--- src/rtl/branch_resolve_unit_pkg.sv ---
// Shared definitions for the branch resolve unit: branch condition codes,
// 2-bit BHT counter encodings and the BHT index-width helper.
package branch_resolve_unit_pkg;

    // funct3 encodings of the conditional branches
    typedef enum logic [2:0] {
        BR_EQ  = 3'b000,
        BR_NE  = 3'b001,
        BR_LT  = 3'b100,
        BR_GE  = 3'b101,
        BR_LTU = 3'b110,
        BR_GEU = 3'b111
    } br_funct3_e;

    // 2-bit saturating counter states; bit 1 is the taken prediction
    typedef enum logic [1:0] {
        SNT = 2'b00,
        WNT = 2'b01,
        WT  = 2'b10,
        ST  = 2'b11
    } bht_state_e;

    // Number of index bits needed to address a BHT of the given size
    function automatic int unsigned bht_idx_w(input int unsigned entries);
        int unsigned w;
        w = 0;
        while ((32'd1 << w) < entries) begin
            w = w + 1;
        end
        return w;
    endfunction

endpackage

--- src/rtl/bht_2bit.sv ---
// Branch history table: array of 2-bit saturating counters with one
// combinational read port and one synchronous saturating write port.
module bht_2bit
    import branch_resolve_unit_pkg::*;
#(
    parameter  int unsigned ENTRIES = 64,
    localparam int unsigned IW      = bht_idx_w(ENTRIES)
) (
    input  logic          clk,
    input  logic          rst_n,
    input  logic [IW-1:0] rd_idx,
    output logic          rd_taken,
    input  logic          wr_en,
    input  logic [IW-1:0] wr_idx,
    input  logic          wr_taken
);

    bht_state_e ctr [ENTRIES];
    bht_state_e rd_state;
    bht_state_e cur_state;
    bht_state_e nxt_state;

    // Read port: prediction is the counter MSB, no write bypass
    always_comb begin
        rd_state = ctr[rd_idx];
        rd_taken = (rd_state == WT) || (rd_state == ST);
    end

    // Saturating next state for the entry being written
    always_comb begin
        cur_state = ctr[wr_idx];
        nxt_state = cur_state;
        case (cur_state)
            SNT:     nxt_state = wr_taken ? WNT : SNT;
            WNT:     nxt_state = wr_taken ? WT  : SNT;
            WT:      nxt_state = wr_taken ? ST  : WNT;
            ST:      nxt_state = wr_taken ? ST  : WT;
            default: nxt_state = WNT;
        endcase
    end

    // Counter array: reset to weakly not-taken, update on write enable
    always_ff @(posedge clk or negedge rst_n) begin
        if (!rst_n) begin
            for (int unsigned i = 0; i < ENTRIES; i++) begin
                ctr[i] <= WNT;
            end
        end else if (wr_en) begin
            ctr[wr_idx] <= nxt_state;
        end
    end

endmodule

--- src/rtl/branch_resolve_unit.sv ---
// EX-stage branch resolution: evaluates conditional branches and JAL/JALR,
// registers the outcome, flags mispredicts against the fetch prediction,
// trains the BHT and keeps saturating branch/mispredict counters.
module branch_resolve_unit
    import branch_resolve_unit_pkg::*;
#(
    parameter int unsigned XLEN        = 32,
    parameter int unsigned BHT_ENTRIES = 64,
    parameter int unsigned CNT_W       = 16
) (
    input  logic             clk,
    input  logic             rst_n,
    input  logic             valid_i,
    input  logic             is_branch_i,
    input  logic             is_jal_i,
    input  logic             is_jalr_i,
    input  logic [2:0]       funct3_i,
    input  logic [XLEN-1:0]  rs1_i,
    input  logic [XLEN-1:0]  rs2_i,
    input  logic [XLEN-1:0]  pc_i,
    input  logic [XLEN-1:0]  imm_i,
    input  logic             pred_taken_i,
    input  logic [XLEN-1:0]  pred_target_i,
    input  logic             stall_i,
    input  logic             flush_i,
    input  logic [XLEN-1:0]  lookup_pc_i,
    output logic             lookup_taken_o,
    output logic             valid_o,
    output logic             taken_o,
    output logic [XLEN-1:0]  target_o,
    output logic [XLEN-1:0]  link_o,
    output logic             mispredict_o,
    output logic [XLEN-1:0]  redirect_pc_o,
    output logic             misalign_o,
    output logic             illegal_o,
    output logic [CNT_W-1:0] br_count_o,
    output logic [CNT_W-1:0] mp_count_o
);

    localparam int unsigned IW = bht_idx_w(BHT_ENTRIES);

    logic [XLEN:0]   diff_ext;
    logic [XLEN-1:0] diff;
    logic            eq;
    logic            ltu;
    logic            lt;
    logic            cond;
    logic            bad_f3;
    logic            illegal;
    logic            taken;
    logic [XLEN-1:0] jalr_sum;
    logic [XLEN-1:0] target;
    logic [XLEN-1:0] link;
    logic            misalign;
    logic            accept;
    logic            mispredict;
    logic [XLEN-1:0] redirect;
    logic            bht_we;
    logic            unused_lookup_bits;

    assign unused_lookup_bits = ^{lookup_pc_i[XLEN-1:IW+2], lookup_pc_i[1:0]};

    // Single subtractor gives equality, unsigned borrow and signed less-than
    always_comb begin
        diff_ext = {1'b0, rs1_i} - {1'b0, rs2_i};
        diff     = diff_ext[XLEN-1:0];
        ltu      = diff_ext[XLEN];
        eq       = (diff == '0);
        lt       = (rs1_i[XLEN-1] == rs2_i[XLEN-1]) ? diff[XLEN-1] : rs1_i[XLEN-1];
    end

    // Branch condition decode; unused funct3 codes resolve not-taken
    always_comb begin
        cond   = 1'b0;
        bad_f3 = 1'b0;
        case (funct3_i)
            BR_EQ:   cond = eq;
            BR_NE:   cond = ~eq;
            BR_LT:   cond = lt;
            BR_GE:   cond = ~lt;
            BR_LTU:  cond = ltu;
            BR_GEU:  cond = ~ltu;
            default: bad_f3 = 1'b1;
        endcase
    end

    // Outcome, target, link and mispredict for the instruction in EX
    always_comb begin
        illegal    = is_branch_i & bad_f3;
        taken      = is_jal_i | is_jalr_i | (is_branch_i & cond);
        jalr_sum   = rs1_i + imm_i;
        target     = is_jalr_i ? {jalr_sum[XLEN-1:1], 1'b0} : (pc_i + imm_i);
        link       = pc_i + XLEN'(4);
        misalign   = taken & target[1];
        accept     = valid_i & ~flush_i;
        mispredict = accept & ~misalign & ~illegal &
                     ((taken != pred_taken_i) |
                      (taken & pred_taken_i & (target != pred_target_i)));
        redirect   = taken ? target : link;
        bht_we     = ~stall_i & accept & is_branch_i & ~illegal;
    end

    // Result register: loads every unstalled edge, flush only kills valid
    always_ff @(posedge clk or negedge rst_n) begin
        if (!rst_n) begin
            valid_o       <= 1'b0;
            taken_o       <= 1'b0;
            target_o      <= '0;
            link_o        <= '0;
            mispredict_o  <= 1'b0;
            redirect_pc_o <= '0;
            misalign_o    <= 1'b0;
            illegal_o     <= 1'b0;
        end else if (!stall_i) begin
            valid_o       <= accept;
            taken_o       <= taken;
            target_o      <= target;
            link_o        <= link;
            mispredict_o  <= mispredict;
            redirect_pc_o <= redirect;
            misalign_o    <= misalign;
            illegal_o     <= illegal;
        end
    end

    // Saturating performance counters
    always_ff @(posedge clk or negedge rst_n) begin
        if (!rst_n) begin
            br_count_o <= '0;
            mp_count_o <= '0;
        end else if (!stall_i) begin
            if (bht_we && (br_count_o != '1)) begin
                br_count_o <= br_count_o + CNT_W'(1);
            end
            if (mispredict && (mp_count_o != '1)) begin
                mp_count_o <= mp_count_o + CNT_W'(1);
            end
        end
    end

    bht_2bit #(
        .ENTRIES (BHT_ENTRIES)
    ) u_bht (
        .clk      (clk),
        .rst_n    (rst_n),
        .rd_idx   (lookup_pc_i[IW+1:2]),
        .rd_taken (lookup_taken_o),
        .wr_en    (bht_we),
        .wr_idx   (pc_i[IW+1:2]),
        .wr_taken (taken)
    );

endmodule

--- config.mk ---
export PLATFORM = sky130hd
export DESIGN_NAME = branch_resolve_unit
export DESIGN_NICKNAME = d
export VERILOG_FILES = /design/src/rtl/branch_resolve_unit_pkg.sv /design/src/rtl/bht_2bit.sv /design/src/rtl/branch_resolve_unit.sv
export SDC_FILE = /design/constraint.sdc
export NUM_CORES = 1
export LEC_CHECK = 0
export CORE_MARGIN = 5
export CORE_UTILIZATION = 60
export CTS_BUF_LIST = sky130_fd_sc_hd__clkbuf_8
export DETAILED_ROUTE_END_ITERATION = 16
export GPL_TIMING_DRIVEN = 1
export PLACE_DENSITY = 0.89
export SYNTH_ARGS = -nofsm -noshare
export SYNTH_HDL_FRONTEND = slang
export SYNTH_SLANG_ARGS = --single-unit
--- constraint.sdc ---
create_clock -name clk -period 6.15 [get_ports clk]
set_clock_uncertainty 0.2 [all_clocks]
set_input_delay 1.23 -clock clk [delete_from_list [all_inputs] [get_ports clk]]
set_output_delay 1.23 -clock clk [all_outputs]
set_load 0.1 [all_outputs]
==> results of run 1 <==
-- metal layers --
layer	global-route usage [%]	GRT overflow
met2	89.8	46
met5	43.7	0
met3	66.6	11
met1	77.5	5
met4	77.2	67
-- logic make-up after synthesis --
group / count (synthesis) / share of synthesized area (%)
buffers and inverters: 204 / 4.42
adder cells (fa/ha/maj): 103 / 6.58
AO/OA/AOI/OAI: 664 / 21.0
XOR/XNOR: 144 / 6.89
AND/OR/NAND/NOR: 820 / 19.5
flip-flops: 261 / 33.1
multiplexers: 136 / 8.54
-- through the flow --
step	instance area (µm²)	utilization [%]	worst slack (ns)	hold WS, ns
floorplan	20300	-	-2.13	0.258
global placement	25400	77.5	-2.90	0.265
detailed placement	25400	77.5	-3.22	0.276
CTS	27900	85.3	-2.08	0.274
-- synth_stat cells, drive strengths merged (49+ instances only) --
cell / count / area [µm²]
a21oi: 243 / 1240
a22oi: 53 / 403
buf: 57 / 332
clkbuf: 74 / 278
dfrtp: 197 / 4930
dfstp: 64 / 1680
ha: 97 / 1210
inv: 73 / 274
mux2: 66 / 743
mux2i: 49 / 490
nand2: 220 / 826
nand3: 53 / 265
nand4: 62 / 388
nor2: 278 / 1040
o21ai: 150 / 751
xnor2: 85 / 744
xor2: 51 / 447
-- repair_timing --
action                     4_1_cts
resized for setup              363
pin swaps                       53
cloned                          14
setup buffers                   70
setup endpoints to repair      179
==> impl_table.tex, run 1 <==
\begin{tabular}{lr}
\hline
Metric & Value \\
\hline
\multicolumn{2}{l}{\textbf{Outcome}} \\
Status & did not finish \\
Step where the flow halted & 5\_1\_grt \\
Log Error & [ERROR GRT-0232] Routing congestion too high. Check the congestion heatmap in the GUI. \\
\multicolumn{2}{l}{\textbf{CTS}} \\
Count of hold buffers inserted by post-cts repair & 0 \\
\# H-tree levels & 2 \\
TritonCTS Buffers & 44 \\
Clock net sink count & 261 \\
Buffers from clock root to sink, at most & 3 \\
Clock root cell & sky130\_fd\_sc\_hd\_\_clkbuf\_8 \\
\multicolumn{2}{l}{\textbf{STA}} \\
Last worst endpoint in the global-route repair\_timing & mp\_count\_o[12]\$\_DFFE\_PN0P\_/D \\
WEP type & register data pin \\
\multicolumn{2}{l}{\textbf{Die}} \\
X dimension of the die & 193 µm \\
Count of boundary I/O pins & 338 \\
Initial Util & 61.1\% \\
Number of standard-cell rows in the floorplan & 66 \\
Die height & 193 µm \\
\multicolumn{2}{l}{\textbf{Placement}} \\
Final weighted congestion in routability-driven placement & 1.01 \\
Total instance count after detailed placement & 3220 \\
Placed wire-length estimate after detailed placement & 63800 µm \\
Port Buf Inserts & 311 \\
\multicolumn{2}{l}{\textbf{Synthesis}} \\
Number of library cell types mapped by synthesis & 91 \\
Net count after synthesis & 2637 \\
Total standard cell area after synthesis & 0.0200 mm² \\
Avg Inst Size Synth & 8.57 µm² \\
Number of enable-type register cells in the synthesized netlist & 0 \\
Most frequently used flop master after synthesis & sky130\_fd\_sc\_hd\_\_dfrtp\_1 \\
Part of the Yosys area used for sequential elements & 33.1\% \\
Number of warning messages in the yosys log & 0 \\
Synthesized instance count & 2332 \\
Flops \& latches, synth & 261 \\
Fraction of synthesis flops using an asynchronous set or reset pin & 100\% \\
\multicolumn{2}{l}{\textbf{GRT}} \\
Global routing usage summed across all routing layers & 77.7\% \\
Sum of overflow across all layers after global routing & 129 \\
Largest net degree at the start of global routing & 129 \\
\hline
\end{tabular}
==> run 2: changes to the inputs <==
--- a/config.mk
+++ b/config.mk
@@ -6,11 +6,10 @@
 export NUM_CORES = 1
 export LEC_CHECK = 0
 export CORE_MARGIN = 5
-export CORE_UTILIZATION = 60
-export CTS_BUF_LIST = sky130_fd_sc_hd__clkbuf_8
+export CORE_UTILIZATION = 40
 export DETAILED_ROUTE_END_ITERATION = 16
 export GPL_TIMING_DRIVEN = 1
-export PLACE_DENSITY = 0.89
+export PLACE_DENSITY_LB_ADDON = 0.15
 export SYNTH_ARGS = -nofsm -noshare
 export SYNTH_HDL_FRONTEND = slang
 export SYNTH_SLANG_ARGS = --single-unit
==> run 2 against run 1 <==
  * The flow now finishes, with violations (negative setup slack)
  * Synthesized cell count unchanged
  * Synthesized area did not move
==> impl_table.tex, run 2 <==
\begin{tabular}{lr}
\hline
Metric & Value \\
\hline
\multicolumn{2}{l}{\textbf{CTS}} \\
Count of hold buffers inserted by post-cts repair & 0 (unchanged) \\
Worst-skew pair later-pin latency & 0.56 ns \\
Clock net sink count & 261 (unchanged) \\
Buffers from clock root to sink, at most & 3 (unchanged) \\
\# H-tree levels & 1 (was 2) \\
Clock root cell & sky130\_fd\_sc\_hd\_\_clkbuf\_16 (was sky130\_fd\_sc\_hd\_\_clkbuf\_8) \\
Clock tree from TritonCTS & built \\
Clock-pin slew reported for the worst setup and hold paths after clock tree synthesis & 0.06 ns \\
TritonCTS Buffers & 31 (was 44) \\
\multicolumn{2}{l}{\textbf{Power}} \\
Power Dens Cells & 256 mW/mm² \\
Post-layout power & 7.09 mW \\
Sw Pwr & 3.00 mW \\
Internal power summed over all cells & 4.09 mW \\
Share of total power in the clock network & 25.5\% \\
Maximum vdd drop & 0.000217 V \\
Register share of total power & 28.6\% \\
Leakage power figure & 11.7 nW \\
Logic pwr share & 45.8\% \\
Fraction of power spent switching nets & 42.3\% \\
\multicolumn{2}{l}{\textbf{STA}} \\
Unrepaired setup endpoints after global routing & yes \\
Final-layout worst hold slack & 0.282 ns \\
Setup violation total in the final timing report & 177 \\
Shortest period the worst path allows & 8.06 ns \\
Setup Total Neg Slack & -97.04 ns \\
Final Max Slew Viols & 0 \\
Final clock period utilization by the worst path & 131\% \\
Worst-margin pin slew & 1.09 ns \\
Fin. Hold Viols & 0 \\
Final Worst Setup Slack & -1.91 ns \\
Worst rel slew slack & 27.0\% \\
FMAX & 0.124 GHz \\
\multicolumn{2}{l}{\textbf{Setup path}} \\
Critical-path cell with the highest stage delay & sky130\_fd\_sc\_hd\_\_or4\_4 \\
Data arrival at the endpoint of the critical path & 8.30 ns \\
Library cell appearing most often on the critical path & sky130\_fd\_sc\_hd\_\_buf\_4 \\
Critical path fanouts, max & 7 \\
Critical path endpoint category & flop \\
Nature of the critical path startpoint & input pin \\
Data required time at the worst endpoint & 6.39 ns \\
CP Class & input pin to flop \\
Peak per-stage delay on the critical path & 0.52 ns \\
\multicolumn{2}{l}{\textbf{Synthesis}} \\
Part of the Yosys area used for sequential elements & 33.1\% (unchanged) \\
Combinational family with the most area after synthesis & compound AO/OA/AOI/OAI gates (unchanged) \\
Synthesized instance count & 2332 (unchanged) \\
Synthesized-area fraction occupied by ao, oa, aoi and oai cells & 21.0\% (unchanged) \\
Post-synthesis simple-gate area fraction & 19.5\% (unchanged) \\
Parity-gate share of the synthesized area counting xor and xnor cells & 6.89\% (unchanged) \\
Fraction of synthesis flops using an asynchronous set or reset pin & 100\% (unchanged) \\
Number of enable-type register cells in the synthesized netlist & 0 (unchanged) \\
Number of warning messages in the yosys log & 0 (unchanged) \\
Synth top area share & 24.7\% (unchanged) \\
Share of cell area taken by muxes after synthesis & 8.54\% (unchanged) \\
Most frequently used flop master after synthesis & sky130\_fd\_sc\_hd\_\_dfrtp\_1 (unchanged) \\
Number of library cell types mapped by synthesis & 91 (unchanged) \\
Avg Inst Size Synth & 8.57 µm² (unchanged) \\
Post-synth top area cell & sky130\_fd\_sc\_hd\_\_dfrtp\_1 (unchanged) \\
Dominant cells by area after synthesis & sky130\_fd\_sc\_hd\_\_dfrtp\_1 25\%, sky130\_fd\_sc\_hd\_\_dfstp\_2 8.4\%, sky130\_fd\_sc\_hd\_\_ha\_1 6.1\% (unchanged) \\
Flops \& latches, synth & 261 (unchanged) \\
Net count after synthesis & 2637 (unchanged) \\
Post-synth top cells & 278 x sky130\_fd\_sc\_hd\_\_nor2\_1, 238 x sky130\_fd\_sc\_hd\_\_a21oi\_1, 220 x sky130\_fd\_sc\_hd\_\_nand2\_1, 197 x sky130\_fd\_sc\_hd\_\_dfrtp\_1, 138 x sky130\_fd\_sc\_hd\_\_o21ai\_0 (unchanged) \\
Most frequent cell after synthesis & sky130\_fd\_sc\_hd\_\_nor2\_1 (unchanged) \\
Total standard cell area after synthesis & 0.0200 mm² (unchanged) \\
Post-Synth Adder-Cell Area & 6.58\% (unchanged) \\
\multicolumn{2}{l}{\textbf{Placement}} \\
Final weighted congestion in routability-driven placement & 0.939 (was 1.01) \\
Port Buf Inserts & 311 (unchanged) \\
Placed wire-length estimate after detailed placement & 63300 µm (was 63800 µm) \\
\multicolumn{2}{l}{\textbf{Route}} \\
Via count & 20698 \\
DRT Wirelength & 80300 µm \\
Iteration-0 DRC Markers & 1826 \\
Post-route ant nets & 0 \\
Detailed-route wire length per cell & 22.1 µm \\
Number of detailed-routing iterations run before antenna repair & 5 \\
Via/cell ratio & 5.71 \\
Final routed DRC violation total & 0 \\
\multicolumn{2}{l}{\textbf{Die}} \\
X dimension of the die & 234 µm (was 193 µm) \\
Initial Util & 40.2\% (was 61.1\%) \\
Count of boundary I/O pins & 338 (unchanged) \\
Area of the die & 0.0545 mm² \\
Number of standard-cell rows in the floorplan & 82 (was 66) \\
Core Box Area & 0.0498 mm² \\
Die height & 234 µm (was 193 µm) \\
\multicolumn{2}{l}{\textbf{GRT}} \\
Vias in the first global route & 20714 \\
Largest net degree at the start of global routing & 150 \\
Antenna violations before repair & 8 \\
First-pass GRT wire length & 121000 µm \\
Global routing usage summed across all routing layers & 28.2\% \\
Sum of overflow across all layers after global routing & 0 \\
\multicolumn{2}{l}{\textbf{Min path}} \\
Class of the tightest hold or removal check & flop to flop \\
\multicolumn{2}{l}{\textbf{Final layout}} \\
P\&R area growth vs syn & 38.3\% \\
Post-layout net count & 3235 \\
Largest register by flop count & u\_bht.ctr \\
Most frequent standard cell in the layout excluding fill and tap cells & sky130\_fd\_sc\_hd\_\_buf\_4 \\
Max reg flops & 128 \\
Most frequent cells in the layout & 379 x sky130\_fd\_sc\_hd\_\_buf\_4, 276 x sky130\_fd\_sc\_hd\_\_nor2\_1, 253 x sky130\_fd\_sc\_hd\_\_clkdlybuf4s50\_1 \\
Share of layout cells above drive strength 1 & 24.8\% \\
\multicolumn{2}{l}{\textbf{Run}} \\
Count of maximum capacitance violations & 0 \\
\multicolumn{2}{l}{\textbf{Outcome}} \\
Failing checks & negative setup slack \\
Status & finished with violations (was did not finish) \\
\hline
\end{tabular}
[run 2: per-stage QoR]
stage / cells / instance area (µm²) / util [%] / setup slack (ns)
final: 3626 / 27600 / 55.5 / -1.91
after floorplan: 2332 / 20300 / - / -2.13
after detailed placement: 3532 / 26200 / 52.7 / -3.24
after global routing: 3625 / 27600 / 55.5 / -2.17
after global placement: 3532 / 26200 / 52.7 / -3.09
after CTS: 3621 / 27600 / 55.5 / -1.82
[run 2: cell type report]
type / count / area (µm²)
clock buffers: 43 / 851
repair buffers: 696 / 5890
well taps: 672 / 841
multi-input cells: 1867 / 13000
clock inverters: 11 / 143
inverters: 73 / 297
flip-flops and latches: 261 / 6610
diodes: 3 / 7.51
fillers: 4560 / 22100
[run 2: metal layers]
layer / wire length (µm) / GRT usage (%) / vias to the layer above
met2: 38200 / 47.4 / 733
met1: 34500 / 37.7 / 10072
met5: 83 / 0 / -
met3: 4940 / 4.33 / 131
li1: - / - / 9750
met4: 2620 / 8.52 / 12
[run 2: timing repair]
item,CTS,global route
setup buffers,35,3
setup endpoints to repair,179,178
pin swaps,39,6
resized for setup,206,13
[run 2: logic make-up (layout without fill, tap and decap cells)]
group | Yosys count | count (layout)
AO/OA/AOI/OAI | 664 | 664
flip-flops | 261 | 261
XOR/XNOR | 144 | 144
buffers and inverters | 204 | 823
multiplexers | 136 | 136
AND/OR/NAND/NOR | 820 | 820
adder cells (fa/ha/maj) | 103 | 103
other | 0 | 3
[run 2: power by group through the flow]
| stage | registers (mW) | logic (mW) | clock network, mW |
|---|---|---|---|
| after floorplan | 3.05 | 1.02 | 0 |
| after global placement | 2.05 | 3.16 | 0 |
| after detailed placement | 2.05 | 3.18 | 0 |
| after CTS | 2.03 | 3.23 | 1.84 |
| after global routing | 2.05 | 3.41 | 1.92 |
| final | 2.03 | 3.25 | 1.81 |
[run 2: worst max-delay path, delay by kind of cell]
family | cells | cell delay [ns]
compound gates | 4 | 0.91
xor+xnor | 1 | 0.12
fa+ha+maj | 2 | 0.48
buf+inv | 23 | 2.88
mux | 2 | 0.50
simple gates | 10 | 2.15
[run 2: final timing paths]
path | from | endpoint | slack, ns | depth (start not counted)
worst max-delay path | rs1_i[10] | mp_count_o[12] | -1.91 | 42
worst min-delay path | redirect_pc_o[29] | redirect_pc_o[29] | 0.28 | 2
worst max register to register | u_bht.ctr[88] | u_bht.ctr[114] | 3.23 | 10
worst min register to register | redirect_pc_o[29] | redirect_pc_o[29] | 0.28 | 2
max in group asynchronous | rst_n | u_bht.ctr[95] | 3.99 | 2
min in group asynchronous | rst_n | target_o[26] | 0.43 | 1
Note: power is estimated with default switching activity, not from simulation.
==> run 3: changes to the inputs <==
--- a/config.mk
+++ b/config.mk
@@ -5,9 +5,9 @@
 export SDC_FILE = /design/constraint.sdc
 export NUM_CORES = 1
 export LEC_CHECK = 0
-export CORE_MARGIN = 5
 export CORE_UTILIZATION = 40
 export DETAILED_ROUTE_END_ITERATION = 16
+export DONT_BUFFER_PORTS = 1
 export GPL_TIMING_DRIVEN = 1
 export PLACE_DENSITY_LB_ADDON = 0.15
 export SYNTH_ARGS = -nofsm -noshare
==> run 3 against run 2 <==
  * The flow still finishes with violations (negative setup slack)
  * Highest routed layer unchanged
  * Largest power group is now sequential cells
  * Core utilization down 8.7 points
  * Die area down 6.7%
  * First-iteration DRC count down 22%
==> impl_table.tex, run 3 (synthesized netlist as in run 2, its figures left out) <==
\begin{tabular}{lr}
\hline
Metric & Value \\
\hline
\multicolumn{2}{l}{\textbf{CTS}} \\
Clock root cell & sky130\_fd\_sc\_hd\_\_clkbuf\_16 (unchanged) \\
Clock tree from TritonCTS & built (unchanged) \\
\# H-tree levels & 1 (unchanged) \\
TritonCTS Buffers & 30 (was 31) \\
Worst-skew pair later-pin latency & 0.62 ns (was 0.56 ns) \\
Buffers from clock root to sink, at most & 3 (unchanged) \\
Clock net sink count & 261 (unchanged) \\
Clock-pin slew reported for the worst setup and hold paths after clock tree synthesis & 0.06 ns (about the same) \\
\multicolumn{2}{l}{\textbf{Placement}} \\
Placed wire-length estimate after detailed placement & 60100 µm (was 63300 µm) \\
Total instance count after detailed placement & 3036 (was 3532) \\
Port Buf Inserts & 0 (was 311) \\
Post-place instance area & 0.0218 mm² (was 0.0262 mm²) \\
Final weighted congestion in routability-driven placement & 0.973 (was 0.939) \\
\multicolumn{2}{l}{\textbf{Route}} \\
DRT Wirelength & 77600 µm (was 80300 µm) \\
Iteration-0 DRC Markers & 1417 (was 1826) \\
Via/cell ratio & 6.02 (was 5.71) \\
Final routed DRC violation total & 0 (unchanged) \\
Number of detailed-routing iterations run before antenna repair & 6 (was 5) \\
Detailed-route wire length per cell & 25.0 µm (was 22.1 µm) \\
Post-route ant nets & 0 (unchanged) \\
Via count & 18699 (was 20698) \\
\multicolumn{2}{l}{\textbf{Setup path}} \\
CP Class & input pin to flop (unchanged) \\
Data arrival at the endpoint of the critical path & 8.29 ns (was 8.30 ns) \\
Reg2Reg Depth & 9 (was 10) \\
Origin of the critical flop-to-flop path & mp\_count\_o[0] (was u\_bht.ctr[88]) \\
Critical-path cell with the highest stage delay & sky130\_fd\_sc\_hd\_\_or4\_4 (unchanged) \\
Critical path endpoint category & flop (unchanged) \\
Library cell appearing most often on the critical path & sky130\_fd\_sc\_hd\_\_nand4\_1 (was sky130\_fd\_sc\_hd\_\_buf\_4) \\
Data required time at the worst endpoint & 6.44 ns (was 6.39 ns) \\
Source of the critical timing path & rs2\_i[15] (was rs1\_i[10]) \\
Critical path fanouts, max & 6 (was 7) \\
Nature of the critical path startpoint & input pin (unchanged) \\
Slack of the worst reg-to-reg path & 2.56 ns (was 3.23 ns) \\
Peak per-stage delay on the critical path & 0.51 ns (was 0.52 ns) \\
\multicolumn{2}{l}{\textbf{STA}} \\
Final clock period utilization by the worst path & 130\% (was 131\%) \\
FMAX & 0.125 GHz (was 0.124 GHz) \\
Setup violation total in the final timing report & 50 (was 177) \\
Final-layout worst hold slack & 0.235 ns (was 0.282 ns) \\
Fin. Hold Viols & 0 (unchanged) \\
Final Worst Setup Slack & -1.85 ns (was -1.91 ns) \\
Unrepaired setup endpoints after global routing & yes (unchanged) \\
Worst-margin pin slew & 1.05 ns (was 1.09 ns) \\
Final Max Slew Viols & 0 (unchanged) \\
Worst rel slew slack & 29.9\% (was 27.0\%) \\
Shortest period the worst path allows & 8.00 ns (was 8.06 ns) \\
Setup Total Neg Slack & -31.34 ns (was -97.04 ns) \\
\multicolumn{2}{l}{\textbf{Final layout}} \\
Filler cells & 4839 (was 4560) \\
Post-route cell area & 0.0230 mm² (was 0.0276 mm²) \\
Post-layout net count & 2716 (was 3235) \\
Max reg flops & 128 (unchanged) \\
Share of layout cells above drive strength 1 & 18.7\% (was 24.8\%) \\
Most frequent cells in the layout & 275 x sky130\_fd\_sc\_hd\_\_nor2\_1, 236 x sky130\_fd\_sc\_hd\_\_a21oi\_1, 218 x sky130\_fd\_sc\_hd\_\_nand2\_1 (was 379 x sky130\_fd\_sc\_hd\_\_buf\_4, 276 x sky130\_fd\_sc\_hd\_\_nor2\_1, 253 x sky130\_fd\_sc\_hd\_\_clkdlybuf4s50\_1) \\
Largest register by flop count & u\_bht.ctr (unchanged) \\
Non-Filler Instances & 3107 (was 3626) \\
Most frequent standard cell in the layout excluding fill and tap cells & sky130\_fd\_sc\_hd\_\_nor2\_1 (was sky130\_fd\_sc\_hd\_\_buf\_4) \\
P\&R area growth vs syn & 15.2\% (was 38.3\%) \\
\multicolumn{2}{l}{\textbf{Die}} \\
Die height & 226 µm (was 234 µm) \\
Number of standard-cell rows in the floorplan & 81 (was 82) \\
Area of the die & 0.0509 mm² (was 0.0545 mm²) \\
Core Box Area & 0.0492 mm² (was 0.0498 mm²) \\
Initial Util & 40.7\% (was 40.2\%) \\
X dimension of the die & 226 µm (was 234 µm) \\
Count of boundary I/O pins & 338 (unchanged) \\
\multicolumn{2}{l}{\textbf{GRT}} \\
Largest net degree at the start of global routing & 262 (was 150) \\
First-pass GRT wire length & 114000 µm (was 121000 µm) \\
Vias in the first global route & 18217 (was 20714) \\
Sum of overflow across all layers after global routing & 0 (unchanged) \\
Antenna violations before repair & 7 (was 8) \\
Global routing usage summed across all routing layers & 29.7\% (was 28.2\%) \\
\multicolumn{2}{l}{\textbf{Power}} \\
Power Dens Cells & 277 mW/mm² (was 256 mW/mm²) \\
Leakage power figure & 9.48 nW (was 11.7 nW) \\
Post-layout power & 6.39 mW (was 7.09 mW) \\
Maximum vdd drop & 0.000347 V (was 0.000217 V) \\
\multicolumn{2}{l}{\textbf{Outcome}} \\
Failing checks & negative setup slack (unchanged) \\
Status & finished with violations (unchanged) \\
\multicolumn{2}{l}{\textbf{Run}} \\
Count of maximum capacitance violations & 0 (unchanged) \\
\multicolumn{2}{l}{\textbf{Min path}} \\
Class of the tightest hold or removal check & input pin to asynchronous set/reset pin (was flop to flop) \\
\hline
\end{tabular}
## run 3: cell count changes in the layout (fill, tap and decap cells not counted), moves of 17 or more
cell,change
sky130_fd_sc_hd__inv_2,-18
sky130_fd_sc_hd__dlygate4sd2_1,-17
sky130_fd_sc_hd__buf_4,-212
sky130_fd_sc_hd__inv_1,+19
sky130_fd_sc_hd__buf_2,-28
sky130_fd_sc_hd__clkdlybuf4s50_1,-253
## run 3: critical path, delay by kind of cell
kind	cells	cell delay, ns
simple gates	18	3.59
compound gates	10	1.62
fa+ha+maj	3	1.03
mux	2	0.55
buf+inv	3	0.29
## run 3: worst paths after layout
path,endpoint
max,mp_count_o[1]
min,target_o[27]
max reg2reg,mp_count_o[11]
min reg2reg,u_bht.ctr[126]
max in group asynchronous,u_bht.ctr[63]
min in group clk,u_bht.ctr[126]
## run 3: layer usage
layer  global-route usage, %  vias to the layer above  routed length, µm
li1                        -                     8694                  -
met1                    36.6                     9091              30700
met2                    49.3                      743              36600
met3                    7.25                      165               6580
met4                    12.7                        6               3660
met5                       0                        -                 31
## run 3: power by group
group	leakage [nW]	internal (mW)	switching (mW)
logic	5.81	0.660	0.844
clock network	0.499	1.03	0.760
registers	3.17	1.88	1.21
total	9.48	3.57	2.82
## run 3: timing repair
action	CTS	global route
pin swaps	8	7
hold buffers	0	0
resized for setup	14	12
setup endpoints to repair	177	178
cloned	1	2
buffers inserted	3	1
## run 3: metrics by stage
step / utilization, % / setup slack (ns)
2_1_floorplan: - / -2.13
3_3_place_gp: 44.3 / -2.75
3_5_place_dp: 44.3 / -2.88
4_1_cts: 46.6 / -1.92
5_1_grt: 46.8 / -2.21
6_report: 46.8 / -1.85
## run 3: area by class of cell
class / instances / area, µm² / share of cell area (%)
repair buffers: 178 / 1470 / 6.36
well taps: 664 / 831 / 3.61
clock buffers: 45 / 917 / 3.98
flip-flops and latches: 261 / 6610 / 28.7
multi-input cells: 1867 / 12800 / 55.6
diodes: 8 / 20.0 / 0.0870
clock inverters: 11 / 91.3 / 0.397
inverters: 73 / 294 / 1.28
==> run 4: changes to the inputs <==
--- a/config.mk
+++ b/config.mk
@@ -5,7 +5,7 @@
 export SDC_FILE = /design/constraint.sdc
 export NUM_CORES = 1
 export LEC_CHECK = 0
-export CORE_UTILIZATION = 40
+export CORE_UTILIZATION = 60
 export DETAILED_ROUTE_END_ITERATION = 16
 export DONT_BUFFER_PORTS = 1
 export GPL_TIMING_DRIVEN = 1
==> run 4 against run 3 <==
  * The flow still finishes with violations (negative setup slack)
  * Register-to-register slack worse by 0.19 ns
  * Critical endpoint is now mp_count_o[14]
  * Global-route usage is 12 points higher
  * Final area is 0.36% lower
  * Clock power is 4% higher
  * Wire length is 7.4% lower
  * Critical path depth is 1 higher
  * Non-clock buffer count is 12 higher
  * Die area is 33% lower
  * Clock-buffer cell count is 6 lower
  * First-iteration DRC count is 35% higher
==> impl_table.tex, run 4 (synthesized netlist as in run 2, its figures left out) <==
\begin{tabular}{lr}
\hline
Metric & Value \\
\hline
\multicolumn{2}{l}{\textbf{CTS}} \\
Clock net sink count & 261 (unchanged) \\
Clock root cell & sky130\_fd\_sc\_hd\_\_clkbuf\_16 (unchanged) \\
Count of hold buffers inserted by post-cts repair & 0 (unchanged) \\
\# H-tree levels & 1 (unchanged) \\
TritonCTS Buffers & 28 (was 30) \\
Clock-pin slew reported for the worst setup and hold paths after clock tree synthesis & 0.06 ns (about the same) \\
Buffers from clock root to sink, at most & 3 (unchanged) \\
Worst-skew pair later-pin latency & 0.59 ns (was 0.62 ns) \\
Clock tree from TritonCTS & built (unchanged) \\
\multicolumn{2}{l}{\textbf{STA}} \\
Final Worst Setup Slack & -2.02 ns (was -1.85 ns) \\
Worst-margin pin slew & 1.08 ns (was 1.05 ns) \\
Setup violation total in the final timing report & 177 (was 50) \\
FMAX & 0.122 GHz (was 0.125 GHz) \\
Worst rel slew slack & 28.1\% (was 29.9\%) \\
Shortest period the worst path allows & 8.17 ns (was 8.00 ns) \\
Final Max Slew Viols & 0 (unchanged) \\
Final clock period utilization by the worst path & 133\% (was 130\%) \\
Unrepaired setup endpoints after global routing & yes (unchanged) \\
Fin. Hold Viols & 0 (unchanged) \\
\multicolumn{2}{l}{\textbf{Final layout}} \\
P\&R area growth vs syn & 14.8\% (was 15.2\%) \\
Share of layout cells above drive strength 1 & 19.9\% (was 18.7\%) \\
Area used by sequential logic in the layout & 0.00661 mm² (unchanged) \\
Max reg flops & 128 (unchanged) \\
Filler cells & 2602 (was 4839) \\
Most frequent cells in the layout & 276 x sky130\_fd\_sc\_hd\_\_nor2\_1, 233 x sky130\_fd\_sc\_hd\_\_a21oi\_1, 217 x sky130\_fd\_sc\_hd\_\_nand2\_1 (was 275 x sky130\_fd\_sc\_hd\_\_nor2\_1, 236 x sky130\_fd\_sc\_hd\_\_a21oi\_1, 218 x sky130\_fd\_sc\_hd\_\_nand2\_1) \\
Most frequent standard cell in the layout excluding fill and tap cells & sky130\_fd\_sc\_hd\_\_nor2\_1 (unchanged) \\
Area occupied by multi-input gates & 0.0130 mm² (was 0.0128 mm²) \\
Post-layout net count & 2726 (was 2716) \\
Largest register by flop count & u\_bht.ctr (unchanged) \\
Post-route cell area & 0.0229 mm² (was 0.0230 mm²) \\
\multicolumn{2}{l}{\textbf{Power}} \\
Logic pwr share & 23.5\% (about the same) \\
Leakage power figure & 9.56 nW (was 9.48 nW) \\
Internal power summed over all cells & 3.69 mW (was 3.57 mW) \\
Fraction of power spent switching nets & 42.9\% (was 44.1\%) \\
Maximum vdd drop & 0.000418 V (was 0.000347 V) \\
Share of total power in the clock network & 28.8\% (was 28.1\%) \\
Power Dens Cells & 282 mW/mm² (was 277 mW/mm²) \\
Sw Pwr & 2.77 mW (was 2.82 mW) \\
Register share of total power & 47.7\% (was 48.4\%) \\
\multicolumn{2}{l}{\textbf{Placement}} \\
Final weighted congestion in routability-driven placement & 1.00 (was 0.973) \\
Dpl ws & -2.77 ns (was -2.88 ns) \\
Post-place instance area & 0.0215 mm² (was 0.0218 mm²) \\
Placed wire-length estimate after detailed placement & 54700 µm (was 60100 µm) \\
Port Buf Inserts & 0 (unchanged) \\
\multicolumn{2}{l}{\textbf{Setup path}} \\
Slack of the worst reg-to-reg path & 2.37 ns (was 2.56 ns) \\
Critical path fanouts, max & 5 (was 6) \\
Origin of the critical flop-to-flop path & mp\_count\_o[0] (unchanged) \\
Reg-to-Reg End & mp\_count\_o[15] (was mp\_count\_o[11]) \\
Nature of the critical path startpoint & input pin (unchanged) \\
Data arrival at the endpoint of the critical path & 8.44 ns (was 8.29 ns) \\
Critical-path cell with the highest stage delay & sky130\_fd\_sc\_hd\_\_or4\_4 (unchanged) \\
Data required time at the worst endpoint & 6.42 ns (was 6.44 ns) \\
CP Class & input pin to flop (unchanged) \\
Reg2Reg Depth & 9 (unchanged) \\
Peak per-stage delay on the critical path & 0.52 ns (was 0.51 ns) \\
Critical path endpoint category & flop (unchanged) \\
\multicolumn{2}{l}{\textbf{Die}} \\
Area of the die & 0.0340 mm² (was 0.0509 mm²) \\
X dimension of the die & 185 µm (was 226 µm) \\
Die height & 185 µm (was 226 µm) \\
Count of boundary I/O pins & 338 (unchanged) \\
Core Box Area & 0.0326 mm² (was 0.0492 mm²) \\
Initial Util & 61.3\% (was 40.7\%) \\
Number of standard-cell rows in the floorplan & 66 (was 81) \\
\multicolumn{2}{l}{\textbf{Route}} \\
Highest routed metal layer & met5 (unchanged) \\
DRT Wirelength & 71900 µm (was 77600 µm) \\
Met1 wire length & 26100 µm (was 30700 µm) \\
Final routed DRC violation total & 0 (unchanged) \\
Number of detailed-routing iterations run before antenna repair & 6 (unchanged) \\
Via/cell ratio & 6.67 (was 6.02) \\
Detailed-route wire length per cell & 24.9 µm (was 25.0 µm) \\
Routed length on met3 & 6650 µm (was 6580 µm) \\
Routed met2 length & 33200 µm (was 36600 µm) \\
Iteration-0 DRC Markers & 1907 (was 1417) \\
Via count & 19231 (was 18699) \\
Post-route ant nets & 0 (unchanged) \\
\multicolumn{2}{l}{\textbf{GRT}} \\
Antenna violations before repair & 2 (was 7) \\
Largest net degree at the start of global routing & 262 (unchanged) \\
Global routing usage summed across all routing layers & 41.5\% (was 29.7\%) \\
Vias in the first global route & 18819 (was 18217) \\
First-pass GRT wire length & 108000 µm (was 114000 µm) \\
Sum of overflow across all layers after global routing & 0 (unchanged) \\
\multicolumn{2}{l}{\textbf{Run}} \\
Count of maximum capacitance violations & 0 (unchanged) \\
\multicolumn{2}{l}{\textbf{Outcome}} \\
Failing checks & negative setup slack (unchanged) \\
Status & finished with violations (unchanged) \\
\multicolumn{2}{l}{\textbf{Min path}} \\
Class of the tightest hold or removal check & input pin to asynchronous set/reset pin (unchanged) \\
\hline
\end{tabular}
## run 4: cell count changes in the layout (fill, tap and decap cells not counted), sizes merged
cell,delta
clkbuf,-8
clkinvlp,-2
bufbuf,-1
bufinv,+5
clkinv,-2
buf,+15
diode,-7
## run 4: per-layer routing
metal / GRT usage (%) / vias to the layer above
met1: 47.3 / 9182
li1: - / 8710
met3: 9.94 / 318
met4: 29.9 / 2
met2: 68.2 / 1019
met5: 0 / -
## run 4: worst max-delay path by stage
stage | endpoint | from | slack, ns
6_report | mp_count_o[14] | rs2_i[10] | -2.02
5_1_grt | mp_count_o[14] | rs2_i[15] | -2.38
4_1_cts | mp_count_o[1] | rs2_i[2] | -2.00
3_5_place_dp | mp_count_o[14] | rs2_i[1] | -2.77
3_3_place_gp | mp_count_o[14] | rs2_i[1] | -2.48
2_1_floorplan | mp_count_o[1] | rs2_i[11] | -2.13
## run 4: repair_timing
action                                  in CTS  in global routing
endpoints found under the setup margin     177                179
gates cloned                                 0                  0
buffers inserted                            20                  0
gates resized for setup                     38                 11
pin swaps                                   17                  2
## run 4: final cells by class
class	count	area share, %
well taps	442	2.41
multi-input cells	1867	56.5
diodes	1	0.0109
clock buffers	39	3.58
flip-flops and latches	261	28.8
clock inverters	12	0.949
inverters	73	1.35
repair buffers	190	6.41
## run 4: per-stage QoR
step / utilization [%] / power (mW) / setup TNS, ns / hold WS [ns] / cells
final: 70.3 / 6.47 / -81.60 / 0.253 / 2885
after CTS: 70.1 / 6.43 / -78.67 / 0.137 / 2884
after global placement: 65.9 / 4.51 / -166.66 / 0.263 / 2813
after global routing: 70.3 / 6.67 / -132.48 / 0.217 / 2884
after detailed placement: 65.9 / 4.54 / -192.87 / 0.270 / 2813
after floorplan: - / 4.07 / -33.99 / 0.258 / 2332
## run 4: worst max-delay path: cells and delay by family
family	cells	cell delay, ns
AO/OA/AOI/OAI	12	2.36
buffers and inverters	4	0.46
multiplexers	2	0.50
AND/OR/NAND/NOR	16	3.23
adder cells (fa/ha/maj)	3	0.67
## run 4: power groups by stage
stage | clock network (mW) | logic [mW] | registers, mW
global route | 1.94 | 1.63 | 3.10
detailed placement | 0 | 1.43 | 3.11
global placement | 0 | 1.40 | 3.11
floorplan | 0 | 1.02 | 3.05
finish | 1.86 | 1.52 | 3.09
CTS | 1.87 | 1.48 | 3.08
